### src/rtl/y_md_pkg.sv
`default_nettype none
// ============================================================
// Package  : y_md_pkg
// Purpose  : op/state encodings and sizing helpers for y_mult_div.
// Revision : 1.0
// ============================================================
package y_md_pkg;

  localparam int DEFAULT_WIDTH = 32;

  function automatic int cnt_width(input int w);
    return $clog2(w + 1);
  endfunction

  localparam int CNT_W = cnt_width(DEFAULT_WIDTH);

  typedef enum logic [1:0] {
    MD_MULTU = 2'b00,
    MD_MULT  = 2'b01,
    MD_DIVU  = 2'b10,
    MD_DIV   = 2'b11
  } md_op_e;

  typedef enum logic [1:0] {
    S_IDLE = 2'd0,
    S_RUN  = 2'd1,
    S_FIX  = 2'd2
  } md_state_e;

endpackage
`default_nettype wire

### src/rtl/y_mult_div_if.sv
`default_nettype none
// ============================================================
// Interface : y_mult_div_if
// Purpose   : start/busy/done request bus and HI/LO results.
// Revision  : 1.0
// ============================================================
interface y_mult_div_if #(
  parameter int WIDTH = 32
);
  logic             start;
  logic [1:0]       op;
  logic [WIDTH-1:0] a;
  logic [WIDTH-1:0] b;
  logic             busy;
  logic             done;
  logic             div0;
  logic [WIDTH-1:0] hi;
  logic [WIDTH-1:0] lo;

  modport master (
    output start, op, a, b,
    input  busy, done, div0, hi, lo
  );

  modport slave (
    input  start, op, a, b,
    output busy, done, div0, hi, lo
  );
endinterface
`default_nettype wire

### src/rtl/y_cond_neg.sv
`default_nettype none
// ============================================================
// Module   : y_cond_neg
// Purpose  : z = neg ? -x : x, as an inverter plus incrementing adder.
// Revision : 1.0
// ============================================================
module y_cond_neg #(
  parameter int WIDTH = 32
) (
  input  logic             neg,
  input  logic [WIDTH-1:0] x,
  output logic [WIDTH-1:0] z
);
  assign z = (x ^ {WIDTH{neg}}) + {{(WIDTH-1){1'b0}}, neg};
endmodule
`default_nettype wire

### src/rtl/y_mult_div.sv
`default_nettype none
// ============================================================
// Module   : y_mult_div
// Purpose  : iterative mult/multu/div/divu unit producing HI/LO.
//            Define YMD_EARLY_OUT_EN to end multiplies early once
//            the remaining multiplier magnitude is zero.
// Revision : 1.0
// ============================================================
module y_mult_div
  import y_md_pkg::*;
#(
  parameter int WIDTH = 32
) (
  input  logic        clk,
  input  logic        reset,
  y_mult_div_if.slave md
);
  localparam int CW = cnt_width(WIDTH);
  localparam int W2 = 2 * WIDTH;

  md_state_e        state_q, state_d;
  logic [CW-1:0]    count_q, count_d;
  logic [W2-1:0]    acc_q, acc_d;
  logic [W2-1:0]    aux_q, aux_d;
  logic [WIDTH-1:0] mplier_q, mplier_d;
  logic             is_div_q, is_div_d;
  logic             neg_lo_q, neg_lo_d;
  logic             neg_hi_q, neg_hi_d;
  logic             div0_pend_q, div0_pend_d;
  logic [WIDTH-1:0] hi_q, hi_d;
  logic [WIDTH-1:0] lo_q, lo_d;
  logic             done_q, done_d;
  logic             div0_q, div0_d;

  logic             op_signed, op_div;
  logic [WIDTH-1:0] mag_a, mag_b;
  logic [W2-1:0]    fix_prod;
  logic [WIDTH-1:0] fix_quot, fix_rem;

  assign op_signed = (md.op == MD_MULT) || (md.op == MD_DIV);
  assign op_div    = (md.op == MD_DIVU) || (md.op == MD_DIV);

  y_cond_neg #(.WIDTH(WIDTH)) u_mag_a (.neg(op_signed & md.a[WIDTH-1]), .x(md.a), .z(mag_a));
  y_cond_neg #(.WIDTH(WIDTH)) u_mag_b (.neg(op_signed & md.b[WIDTH-1]), .x(md.b), .z(mag_b));

  y_cond_neg #(.WIDTH(W2))    u_fix_prod (.neg(neg_lo_q), .x(acc_q),              .z(fix_prod));
  y_cond_neg #(.WIDTH(WIDTH)) u_fix_quot (.neg(neg_lo_q), .x(acc_q[WIDTH-1:0]),   .z(fix_quot));
  y_cond_neg #(.WIDTH(WIDTH)) u_fix_rem  (.neg(neg_hi_q), .x(acc_q[W2-1:WIDTH]),  .z(fix_rem));

  // Multiply step: accumulate the left-shifting multiplicand for each set multiplier bit.
  logic [W2-1:0]    acc_mul, aux_shl;
  logic [WIDTH-1:0] mplier_shr;
  assign acc_mul    = acc_q + (mplier_q[0] ? aux_q : '0);
  assign aux_shl    = {aux_q[W2-2:0], 1'b0};
  assign mplier_shr = mplier_q >> 1;

  // Restoring divide step on {remainder, quotient}; divisor lives in aux_q low half.
  logic [WIDTH:0]   div_upper, div_diff;
  logic [W2-1:0]    acc_div;
  assign div_upper = acc_q[W2-1:WIDTH-1];
  assign div_diff  = div_upper - {1'b0, aux_q[WIDTH-1:0]};
  assign acc_div   = div_diff[WIDTH] ? {div_upper[WIDTH-1:0], acc_q[WIDTH-2:0], 1'b0}
                                     : {div_diff[WIDTH-1:0],  acc_q[WIDTH-2:0], 1'b1};

  logic early_done;
`ifdef YMD_EARLY_OUT_EN
  assign early_done = (mplier_shr == '0);
`else
  assign early_done = 1'b0;
`endif

  always_comb begin
    state_d     = state_q;
    count_d     = count_q;
    acc_d       = acc_q;
    aux_d       = aux_q;
    mplier_d    = mplier_q;
    is_div_d    = is_div_q;
    neg_lo_d    = neg_lo_q;
    neg_hi_d    = neg_hi_q;
    div0_pend_d = div0_pend_q;
    hi_d        = hi_q;
    lo_d        = lo_q;
    done_d      = 1'b0;
    div0_d      = 1'b0;
    case (state_q)
      S_IDLE: begin
        if (md.start) begin
          is_div_d    = op_div;
          count_d     = CW'(WIDTH);
          neg_lo_d    = op_signed & (md.a[WIDTH-1] ^ md.b[WIDTH-1]);
          neg_hi_d    = op_signed & md.a[WIDTH-1];
          div0_pend_d = 1'b0;
          mplier_d    = mag_b;
          state_d     = S_RUN;
          if (op_div) begin
            acc_d = {{WIDTH{1'b0}}, mag_a};
            aux_d = {{WIDTH{1'b0}}, mag_b};
            if (md.b == '0) begin
              div0_pend_d = 1'b1;
              acc_d       = {md.a, {WIDTH{1'b1}}};
              state_d     = S_FIX;
            end
          end else begin
            acc_d = '0;
            aux_d = {{WIDTH{1'b0}}, mag_a};
          end
        end
      end
      S_RUN: begin
        count_d = count_q - CW'(1);
        if (is_div_q) begin
          acc_d = acc_div;
        end else begin
          acc_d    = acc_mul;
          aux_d    = aux_shl;
          mplier_d = mplier_shr;
        end
        if (count_q == CW'(1) || (!is_div_q && early_done)) begin
          state_d = S_FIX;
        end
      end
      S_FIX: begin
        if (div0_pend_q) begin
          hi_d = acc_q[W2-1:WIDTH];
          lo_d = acc_q[WIDTH-1:0];
        end else if (is_div_q) begin
          hi_d = fix_rem;
          lo_d = fix_quot;
        end else begin
          hi_d = fix_prod[W2-1:WIDTH];
          lo_d = fix_prod[WIDTH-1:0];
        end
        done_d  = 1'b1;
        div0_d  = div0_pend_q;
        state_d = S_IDLE;
      end
      default: state_d = S_IDLE;
    endcase
  end

  always_ff @(posedge clk) begin
    if (reset) begin
      state_q     <= S_IDLE;
      count_q     <= '0;
      acc_q       <= '0;
      aux_q       <= '0;
      mplier_q    <= '0;
      is_div_q    <= 1'b0;
      neg_lo_q    <= 1'b0;
      neg_hi_q    <= 1'b0;
      div0_pend_q <= 1'b0;
      hi_q        <= '0;
      lo_q        <= '0;
      done_q      <= 1'b0;
      div0_q      <= 1'b0;
    end else begin
      state_q     <= state_d;
      count_q     <= count_d;
      acc_q       <= acc_d;
      aux_q       <= aux_d;
      mplier_q    <= mplier_d;
      is_div_q    <= is_div_d;
      neg_lo_q    <= neg_lo_d;
      neg_hi_q    <= neg_hi_d;
      div0_pend_q <= div0_pend_d;
      hi_q        <= hi_d;
      lo_q        <= lo_d;
      done_q      <= done_d;
      div0_q      <= div0_d;
    end
  end

  assign md.busy = (state_q != S_IDLE);
  assign md.done = done_q;
  assign md.div0 = div0_q;
  assign md.hi   = hi_q;
  assign md.lo   = lo_q;

endmodule
`default_nettype wire
### src/flat_wrapper.sv
// flat-port wrapper written by rule: the top's interface ports become plain ports
module y_mult_div_flat import y_md_pkg::*;
#(
  parameter int WIDTH = 32
)
  (clk, reset, md_start, md_op, md_a, md_b, md_busy, md_done, md_div0, md_hi, md_lo);
  y_mult_div_if #(.WIDTH(WIDTH)) md_i ();
  input  logic clk;
  input  logic reset;
  input wire logic [$bits(md_i.start)-1:0] md_start;
  input wire logic [$bits(md_i.op)-1:0] md_op;
  input wire logic [$bits(md_i.a)-1:0] md_a;
  input wire logic [$bits(md_i.b)-1:0] md_b;
  output wire logic [$bits(md_i.busy)-1:0] md_busy;
  output wire logic [$bits(md_i.done)-1:0] md_done;
  output wire logic [$bits(md_i.div0)-1:0] md_div0;
  output wire logic [$bits(md_i.hi)-1:0] md_hi;
  output wire logic [$bits(md_i.lo)-1:0] md_lo;
  assign md_i.start = md_start;
  assign md_i.op = md_op;
  assign md_i.a = md_a;
  assign md_i.b = md_b;
  assign md_busy = md_i.busy;
  assign md_done = md_i.done;
  assign md_div0 = md_i.div0;
  assign md_hi = md_i.hi;
  assign md_lo = md_i.lo;
  y_mult_div #(.WIDTH(WIDTH)) u_core (.clk(clk), .reset(reset), .md(md_i));
endmodule
### config.mk
export PLATFORM = sky130hd
export DESIGN_NAME = y_mult_div_flat
export DESIGN_NICKNAME = d
export VERILOG_FILES = /design/src/rtl/y_md_pkg.sv /design/src/rtl/y_mult_div_if.sv /design/src/rtl/y_cond_neg.sv /design/src/rtl/y_mult_div.sv /design/src/flat_wrapper.sv
export SDC_FILE = /design/constraint.sdc
export NUM_CORES = 1
export LEC_CHECK = 0
export CAP_MARGIN = 20
export CORE_AREA = 2 2 258 260
export DETAILED_ROUTE_END_ITERATION = 8
export DIE_AREA = 0 0 260 262
export GPL_TIMING_DRIVEN = 0
export PLACE_DENSITY = 0.51
export RECOVER_POWER = 25
export SETUP_SLACK_MARGIN = 0.02
export SKIP_CTS_REPAIR_TIMING = 1
export SLEW_MARGIN = 20
export SYNTH_ARGS = -nofsm -noshare
export SYNTH_HDL_FRONTEND = slang
export SYNTH_SLANG_ARGS = --single-unit
export TNS_END_PERCENT = 20
### constraint.sdc
create_clock -name clk -period 6.7 [get_ports clk]
set_input_delay 1.34 -clock clk [delete_from_list [all_inputs] [get_ports clk]]
set_output_delay 1.34 -clock clk [all_outputs]
set_load 0.01 [all_outputs]
After elaboration in Yosys (flattened, before gate mapping)
Index checks and enable logic that the tools add are counted.

word-level totals
  output and inout bits = 67
  register bits = 238

cells by class
  add/subtract/negate cells = 8
  bitwise operators = 10
  multiplexer cells = 28
  eq/ne operators = 9
  reductions and logical operators = 11

operators by type and width
  kind                                                 count
  two-way mux 64 bit                                   8
  case mux 64 bit (2 select lines)                     2
  two-way mux 32 bit                                   7
  adder 32 x 1 -> 32 bit                               4
  bitwise XOR 32 bit                                   4
  adder 64 x 1 -> 64 bit                               1
  adder 64 bit                                         1
  case mux 32 bit (2 select lines)                     1
  bitwise XOR 64 bit                                   1
  subtractor 33 x 32 -> 33 bit                         1
  logical NOT 32 bit                                   1
  case mux 6 bit (2 select lines)                      1
  two-way mux 2 bit                                    4
  equality test 2 bit, second input constant           3
  equality test 6 x 1 -> 1 bit, second input constant  1
  two-way mux 6 bit                                    1
  AND reduction 2 bit                                  3
  subtractor 6 x 1 -> 6 bit, second input constant     1
  equality test 2 x 1 -> 1 bit, second input constant  2
  != test 2 bit, second input constant                 2
  case mux 2 bit (2 select lines)                      1
  nonzero test 2 bit                                   2
  bitwise AND 1 bit                                    3
  two-way mux 1 bit                                    3
  other kinds (7)                                      8

Depth between registers and ports, before layout
Gate-level depths: netlist of run 1.

  depth after elaboration = 9
  mapped depth = 18
  depth with buffers taken out = 14

By module
A second synthesis of run 1 with hierarchy kept.

unflattened totals
  cells, all modules = 3680
  area, all modules = 26532.9 sq um

by module, submodules not included
  module                             cells each  times used  area each (sq um)
  y_mult_div                         2373        1           17312.9
  y_cond_neg (u_core.u_fix_rem ...)  203         3           1453.9
  y_cond_neg (u_core.u_fix_prod)     480         1           3289.4
  y_cond_neg (u_core.u_fix_quot)     218         1           1569.0

Worst setup path before layout of run 1
No wires, ideal clock.

  path type = input -> register
  start point = input md_op[0]
  end point = register u_core.aux_q[30]
  cell stages on the path = 16
  slack = 1.824 ns
  data arrival time = 4.791 ns
  buffers on the path = 4
  cell sequence = buf_2 > nand2_1 > inv_2 > buf_1 > buf_1 > clkbuf_1 > ha_1 > ha_1 > o2111ai_1 > a2111oi_4 > nand2_1 > o21ai_1 > o21ai_1 > xor2_1 > a221o_1 > a211oi_1

on the way
  word-level cells in the longest chain between the ends = 8
  elaborated cells on any way between the ends = 14
  those cells by class = add/sub: 2; eq/ne: 3; mux: 3; bitwise: 4; reduce/logical: 2

RTL lines
  what                                                                        line                text
  from (decl)                                                                 flat_wrapper.sv:11  input wire logic [$bits(md_i.op)-1:0] md_op;
  equality test 2 x 1 -> 1 bit / equality test 2 bit (equally long branches)  y_mult_div.sv:40    assign op_signed = (md.op == MD_MULT) || (md.op == MD_DIV);
  logical OR 1 bit *                                                          y_mult_div.sv:40
  bitwise AND 1 bit *                                                         y_mult_div.sv:43    y_cond_neg #(.WIDTH(WIDTH)) u_mag_a (.neg(op_signed & md.a[WIDTH-1]), .x(md.a), .z(mag_a));
  via u_core.u_mag_a.neg                                                      y_cond_neg.sv:10    input logic neg,
  bitwise XOR 32 bit                                                          y_cond_neg.sv:14    assign z = (x ^ {WIDTH{neg}}) + {{(WIDTH-1){1'b0}}, neg};
  adder 32 x 1 -> 32 bit *                                                    y_cond_neg.sv:14
  two-way mux 32 bit *                                                        y_mult_div.sv:96    if (op_div) begin
  two-way mux 64 bit *                                                        y_mult_div.sv:88    if (md.start) begin
  case mux 64 bit (2 select lines) *                                          y_mult_div.sv:86    case (state_q)
  to (signal assigned)                                                        y_mult_div.sv:161   aux_q <= aux_d;
  to (decl)                                                                   y_mult_div.sv:24    logic [W2-1:0] aux_q, aux_d;

The timed path passes the listed nets; every way through them passes the cells marked *. The select of a mux whose other input is x is not followed.
A chain may end at the register's enable or synchronous reset.

Final worst setup path of run 1
  start point = register u_core.neg_lo_q
  end point = register u_core.hi_q[28] (netlist: u_core.md.hi[28])

on the way
  word-level cells in the longest chain between the ends = 4

RTL lines
  what                      line               text
  from (decl)               y_mult_div.sv:27   logic neg_lo_q, neg_lo_d;
  from (signal assigned)    y_mult_div.sv:164  neg_lo_q <= neg_lo_d;
  bitwise XOR 64 bit        y_cond_neg.sv:14
  adder 64 x 1 -> 64 bit *  y_cond_neg.sv:14
  two-way mux 32 bit *      y_mult_div.sv:127  end else if (is_div_q) begin
  two-way mux 32 bit *      y_mult_div.sv:124  if (div0_pend_q) begin
  to (signal assigned)      y_mult_div.sv:167  hi_q <= hi_d;
  to (decl)                 y_mult_div.sv:30   logic [WIDTH-1:0] hi_q, hi_d;

Mark *: on every way between the ends. The rest lies on a longest branch, timed or not.

==> results of run 1 <==
[flip-flops by register name, summed over array words and instances (netlist names)]
signal and flops:
u_core.acc_q 64, u_core.aux_q 64, u_core.count_q 6, u_core.div0_pend_q 1, u_core.is_div_q 1, u_core.md.div0 1, u_core.md.done 1, u_core.md.hi 32
u_core.md.lo 32, u_core.mplier_q 32, u_core.neg_hi_q 1, u_core.neg_lo_q 1, u_core.state_q 2
[kinds of logic after synthesis]
kind of cell               Yosys count  share of synthesized area, %
DFF                                238                         20.99
adders and majority gates          106                         5.910
muxes                               54                         2.431
buffers and inverters              376                         6.390
AOI/OAI and AO/OA                 1083                         30.87
and+or+nand+nor                   1136                         24.03
xor gates and xnor gates           243                         9.378
[synth_stat cells (all sizes together) (71+ instances only)]
cell,n
a21oi,305
nor3,85
xnor2,175
nor2,355
nand3,71
o21ai,238
a211oi,97
clkbuf,227
dfxtp,238
nand2,306
ha,104
and2,80
inv,109
[layout by cell type (no fill, tap or decap), types with 29 or more instances in the layout]
cell	instances
a211oi_1	96
a21o_1	50
a21oi_1	305
a221oi_1	38
a22oi_1	43
a311oi_1	38
a31oi_1	35
and2_1	80
and3_1	29
clkbuf_1	233
clkbuf_16	30
clkdlybuf4s50_1	57
dfxtp_1	238
dlygate4sd3_1	68
ha_1	104
inv_1	107
mux2i_1	45
nand2_1	306
nand2b_1	30
nand3_1	71
nand4_1	38
nor2_1	355
nor3_1	85
o211ai_1	47
o21ai_0	224
or3_1	36
xnor2_1	175
xor2_1	68
[layout make-up]
type                       instances  area [sq um]
timing repair buffer             126          1256
fill                            7119         39180
clock buffer                      39         814.5
buffer                           266          1028
sequential                       238          4765
antenna                            3         7.507
inverter                         110         412.9
tap                              864          1081
clock inverter                    16         244.0
multi-input combinational       2622         16480
[metal layers]
layer	routed length [um]	track usage, %	up-vias
met5	13	0	-
met4	7075	17.93	2
met3	12090	6.501	269
met2	49490	51.17	1575
met1	51480	46.75	12490
li1	-	-	12080
[worst min-delay path, cell delays in order, from the launching register on]
cell and delay (ns):
dfxtp_1 0.31, nand2_1 0.05, nand2_1 0.04
[how the worst min path moves through the flow]
| stage | startpoint | endpoint | slack [ns] | depth (start not counted) |
|---|---|---|---|---|
| after floorplan | u_core.mplier_q[20] | u_core.mplier_q[20] | 0.43 | 2 |
| after global placement | u_core.md.hi[26] | u_core.md.hi[26] | 0.43 | 2 |
| after detailed placement | u_core.md.hi[26] | u_core.md.hi[26] | 0.44 | 2 |
| after CTS | u_core.md.hi[26] | u_core.md.hi[26] | 0.45 | 2 |
| after global routing | u_core.md.hi[26] | u_core.md.hi[26] | 0.48 | 2 |
| final | u_core.md.hi[26] | u_core.md.hi[26] | 0.44 | 2 |
[report_power, final]
group	internal, uW	switching (uW)	leakage (uW)	total [uW]
Combinational	786	1710	0.00698	2500
Sequential	1540	183	0.00195	1720
Clock	1050	746	0.000517	1800
[stage by stage]
step | setup TNS (ns) | utilization (%)
global placement | -0.8130 | 38.34
floorplan | 0 | -
CTS | 0 | 39.99
finish | 0 | 39.97
detailed placement | -0.2933 | 38.37
global route | 0 | 39.97
==> results.md, run 1 <==
- Status: completed
- Drt pass-1 iters: 6
- Max Slew Vio Count: 0
- Fin crit share: 96.26%
- Clk slew on worst S/H paths: 0.06 ns
- Fin worst setup slack: 0.2505 ns
- Post-DP HPWL: 96570 um
- Post-route DRC: 0
- Share of layout cells above drive strength 1: 2.927%
- Dominant cell type by area after synthesis: dfxtp_1
- Most common cell on crit path: buf_2
- Drt total wl: 120100 um
- Sequential-to-total area share from yosys stat: 20.99%
- Worst-path maximum fanout: 10
- Die width: 260 um
- Worst path required time: 7.17 ns
- Startpoint Class: flop
- Core area: 65280 sq um
- Predominant post-synthesis flop cell: dfxtp_1
- Crit Path Class: flop to flop
- Tightest Pin Transition: 1.201 ns
- WP buf/inv: 7
- Leakage: 0.009444 uW
- Final std cells w/o fill: 4284
- Largest net degree at the start of global routing: 17
- Final Setup Violations: 0
- WP data arrival: 6.92 ns
- Vias in the first global route: 24340
- CTS tree: done
- Class of the worst hold path: flop to flop
- Dpl cells: 4226
- H-tree Lvls: 1
- Clock latency on the worst-skew pair: 0.64 ns
- Slowest stage delay, CP: 0.66 ns
- Slowest CP cell: buf_1
- CTS sink count: 238
- Nets: 3569
- Max_cap viols: 0
- DIE AREA: 68120 sq um
- Io pins: 136
- Hold Slack: 0.4409 ns
- Syn Nets: 3411
- Worst slack at placement: -0.1563 ns
- CP delay by family, top: buffers and inverters
- Critical R2R Launch: u_core.neg_lo_q
- Asr flop ratio synth: 0%
- Top post-synthesis cells by area: dfxtp_1, xnor2_1, a21oi_1
- Grt ovf: 0
- R2r setup slk: 0.25 ns
- IO Port Bufs: 125
- Register-to-Register Path Depth: 17
- FP Rows: 94
- VDD IR max: 210.3 uV
- Routed Antenna Nets: 0
- Maximum buffer depth of the clock tree: 3
- WL/cell: 28.05 um
- Fmax: 155.1 MHz
- Synthesized area per cell: 7.013 sq um
- Critical Path Stages: 17
- Synth-to-layout area growth: 14.97%
- Placer Congestion: 1.043
- Initial antenna violation count: 8
- Post-synth EDFFs: 0
- Critical path cell sequence: clkbuf_1 -> clkbuf_1 -> buf_2 -> buf_2 -> buf_2 -> buf_2 -> buf_1 -> xor2_1 -> ha_1 -> nand3_1 -> nor4_4 -> nand3_1 -> nor2_1 -> mux2_2 -> o211ai_1 -> xor2_1 -> o21ai_0
- Total Power: 6022 uW
- Fin. Hold Viols: 0
- Yosys warning total: 0
- Starting density of the core: 34.77%
- RSZ-0062 raised after global routing: false
- Mapped Area: 22700 sq um
- Crit path time final: 6.449 ns
- Die height: 262 um
- Yosys top cell area share: 20.99%
- Total CTS buffers: 30
- FF+latch count, synth: 238
- DR vias/cell: 6.165
- Critical Path Source: u_core.neg_lo_q
- Gate Count Post-Synth: 3236
- Critical path destination: u_core.md.hi[28]
- Crit. End Element: flop
- Worst r2r dst: u_core.md.hi[28]
- Final instance area: 26090 sq um
- Via count: 26410
- Yosys cell types: 89
- Dpl cell area: 25040 sq um
- DRT iter0 DRCs: 3324
- Root buffer cell: clkbuf_16
- GRT Util Overall: 34.29%
- Setup Skew: 0.03575 ns
- First-pass GRT wire length: 171700 um
- Cell area power density: 230.8 nW/um^2
- Rel. slew slack: 19.97%
(Power assumes the default switching activity.)
==> inputs of run 2 (changes only) <==
--- a/config.mk
+++ b/config.mk
@@ -6,9 +6,9 @@
 export NUM_CORES = 1
 export LEC_CHECK = 0
 export CAP_MARGIN = 20
-export CORE_AREA = 2 2 258 260
+export CORE_AREA = 2 2 279 281
 export DETAILED_ROUTE_END_ITERATION = 8
-export DIE_AREA = 0 0 260 262
+export DIE_AREA = 0 0 281 283
 export GPL_TIMING_DRIVEN = 0
 export PLACE_DENSITY = 0.51
 export RECOVER_POWER = 25
@@ -17,5 +17,6 @@
 export SLEW_MARGIN = 20
 export SYNTH_ARGS = -nofsm -noshare
 export SYNTH_HDL_FRONTEND = slang
+export SYNTH_HIERARCHICAL = 1
 export SYNTH_SLANG_ARGS = --single-unit
 export TNS_END_PERCENT = 20
==> run 2 against run 1 <==
First-iteration DRC count shrank 25%. Design area grew 16%. Worst hold slack gained 0.022 ns. Core utilization shrank 0.34 points. Worst setup slack gained 0.089 ns. Clock-buffer cell count grew 10. Sequential share of layout area shrank 2.6 points. Synthesized cell count grew 14%. Power shrank 14%. Die area grew 17%. Critical path type unchanged. Critical endpoint is now u_core/md.hi[28]. Largest power group is now clock.
==> results.md, run 2 <==
- Multiplexer share of the synthesized area: 5.093%
- Dominant cell type by area after synthesis: dfxtp_1
- Io pins: 136
- DIE AREA: 79520 sq um
- Initial antenna violation count: 2
- WP buf/inv: 6
- IO Port Bufs: 134
- Placer Congestion: 0.9574
- Compound-Gate Fraction of Synth Area: 25.37%
- First-pass GRT wire length: 173100 um
- Most common cell on crit path: clkbuf_1
- Hold Path Cell Cnt: 2
- Post-route DRC: 0
- WL/cell: 23.75 um
- Dpl cells: 4854
- VDD IR max: 181.8 uV
- DRT iter0 DRCs: 2490
- Tightest Pin Transition: 1.116 ns
- Mapped Area: 26530 sq um
- H-tree Lvls: 2
- Crit Path Class: flop to flop
- Critical Path Stages: 18
- Final std cells w/o fill: 4917
- GRT Util Overall: 28.44%
- Post-DP HPWL: 90850 um
- Largest net degree at the start of global routing: 19
- Top post-synthesis cells by count: nor2_1, nand2_1, a21oi_1, xnor2_1, dfxtp_1
- Core area: 76700 sq um
- Critical path cell sequence: clkbuf_1 -> buf_2 -> clkbuf_1 -> clkbuf_1 -> buf_1 -> xor2_1 -> ha_1 -> clkbuf_1 -> nand3_1 -> nor4_2 -> nand3_1 -> xnor2_1 -> mux2i_1 -> nor2_1 -> a21oi_1 -> nor2_1 -> a21oi_1 -> nor2_1
- Rel. slew slack: 25.58%
- Largest regs: u_core/acc_q: 64 flops, u_core/aux_q: 64 flops
- Die height: 283 um
- Via count: 28850
- Top post-synthesis cells by area: dfxtp_1, xnor2_1, a21oi_1
- Crit path time final: 6.360 ns
- CTS sink count: 238
- Most common cell after layout, fill and taps aside: nor2_1
- Post-synthesis simple-gate area fraction: 27.98%
- Total CTS buffers: 34
- Yosys warning total: 6
- Cell area power density: 170.0 nW/um^2
- Fin Setup TNS: 0 ns
- Starting density of the core: 34.59%
- Root buffer cell: clkbuf_16
- Grt ovf: 0
- Share of layout cells above drive strength 1: 6.089%
- Worst slack at placement: 0.2027 ns
- Fmax: 157.2 MHz
- Adder-Cell Fraction of Synth Area: 5.197%
- Drt total wl: 116800 um
- Class of the worst hold path: flop to flop
- FP Rows: 102
- DR vias/cell: 5.867
- Worst path required time: 7.12 ns
- WP data arrival: 6.78 ns
- Vias in the first global route: 27010
- Most common cell in the netlist: nor2_1
- Startpoint Class: flop
- Clk slew on worst S/H paths: 0.06 ns
- Routed Antenna Nets: 0
- Die width: 281 um
- Asr flop ratio synth: 0%
- Synthesized area per cell: 7.210 sq um
- Nets: 4028
- Yosys cell types: 107
- Leakage: 0.01118 uW
- Fin crit share: 94.93%
- Setup Skew: 0.04730 ns
- Status: completed
- Max Slew Vio Count: 0
- Syn Nets: 3858
- Yosys top cell area share: 17.96%
- Drt pass-1 iters: 6
- Final Setup Violations: 0
- Post-synth EDFFs: 0
- Maximum buffer depth of the clock tree: 3
- Fin util: 39.63%
- Fin worst setup slack: 0.3397 ns
- Predominant post-synthesis flop cell: dfxtp_1
- Register-to-Register Path Depth: 18
- Slowest stage delay, CP: 0.76 ns
- Most frequent cells in the layout: nor2_1, nand2_1, a21oi_1
- Clock latency on the worst-skew pair: 0.59 ns
- Worst-path maximum fanout: 14
- Synth-to-layout area growth: 14.56%
- Slowest CP cell: nor4_2
- Sequential-to-total area share from yosys stat: 17.96%
- Largest family of logic cells by synthesized area: simple AND/OR/NAND/NOR gates
- Max_cap viols: 0
- CP delay by family, top: buffers and inverters
- Hold Slack: 0.4634 ns
- FF+latch count, synth: 238
- Crit. End Element: flop
- Fin. Hold Viols: 0
- Gate Count Post-Synth: 3680
- XOR/XNOR Fraction of Synth Area: 12.94%
- CTS tree: done
- Fillers: 8221
- RSZ-0062 raised after global routing: true
==> run 2: cell types whose count changed in the layout (fill, tap and decap cells not counted), moves of 28 or more <==
cell	before	now
nand2b_1	30	64
xor2_1	68	114
o21ai_0	224	125
nand2_1	306	399
a211oi_1	96	20
buf_2	14	45
or2_2	3	31
mux2i_1	45	126
clkbuf_1	233	191
xnor2_1	175	278
nor2_1	355	433
a21oi_1	305	363
==> run 2: cell families (layout without fill, tap and decap cells) <==
family | after synthesis | in the layout
DFF | 238 | 238
adders and majority gates | 109 | 109
muxes | 134 | 134
and+or+nand+nor | 1449 | 1449
AOI/OAI and AO/OA | 1002 | 1002
buffers and inverters | 356 | 552
xor gates and xnor gates | 392 | 392
other | 0 | 1
==> run 2: final cells by class <==
| cell class | instances | area, sq um | share of cell area (%) |
|---|---|---|---|
| sequential | 238 | 4765 | 15.68 |
| tap | 1040 | 1301 | 4.281 |
| antenna | 1 | 2.502 | 0.008233 |
| buffer | 271 | 1132 | 3.725 |
| timing repair buffer | 134 | 1341 | 4.413 |
| multi-input combinational | 3086 | 20340 | 66.93 |
| clock buffer | 49 | 947.2 | 3.116 |
| inverter | 85 | 319.1 | 1.050 |
| clock inverter | 13 | 242.7 | 0.7986 |
==> run 2: path summary, 6_finish.rpt <==
path | start | endpoint | slack [ns]
worst min-delay path | u_core/mplier_q[9] | u_core/mplier_q[8] | 0.46
worst min register to register | u_core/mplier_q[9] | u_core/mplier_q[8] | 0.46
worst max register to register | u_core/neg_lo_q | u_core/md.hi[28] | 0.34
worst max-delay path | u_core/neg_lo_q | u_core/md.hi[28] | 0.34
==> run 2: stage by stage <==
| step | power, uW | cell area (sq um) |
|---|---|---|
| 2_1_floorplan | 2650 | 26530 |
| 3_3_place_gp | 3212 | 29180 |
| 3_5_place_dp | 3207 | 29180 |
| 4_1_cts | 5180 | 30370 |
| 5_1_grt | 5386 | 30390 |
| 6_report | 5168 | 30400 |
==> run 2: power breakdown <==
group	internal [uW]	switching, uW	leakage, uW
sequential	1500	132	0.00194
combinational	564	1020	0.00868
clock	1160	792	0.000566
total	3220	1940	0.0112
==> run 2: layer usage <==
layer  vias to the layer above  share of wire [%]  GRT usage, %
li1                      13640                  -             -
met3                       225                6.9         3.488
met5                         -                  0             0
met2                      1199                 45         45.98
met1                     13790                 44         38.11
met4                         0                4.3         11.62
==> run 2: worst reg2reg max path, stage by stage (launching register included) <==
cell	delay, ns
dfxtp_1	0.65
clkbuf_1	0.42
buf_2	0.34
clkbuf_1	0.44
clkbuf_1	0.62
buf_1	0.74
xor2_1	0.23
ha_1	0.18
clkbuf_1	0.34
nand3_1	0.43
nor4_2	0.77
nand3_1	0.23
xnor2_1	0.18
mux2i_1	0.17
nor2_1	0.07
a21oi_1	0.16
nor2_1	0.06
a21oi_1	0.15
nor2_1	0.05
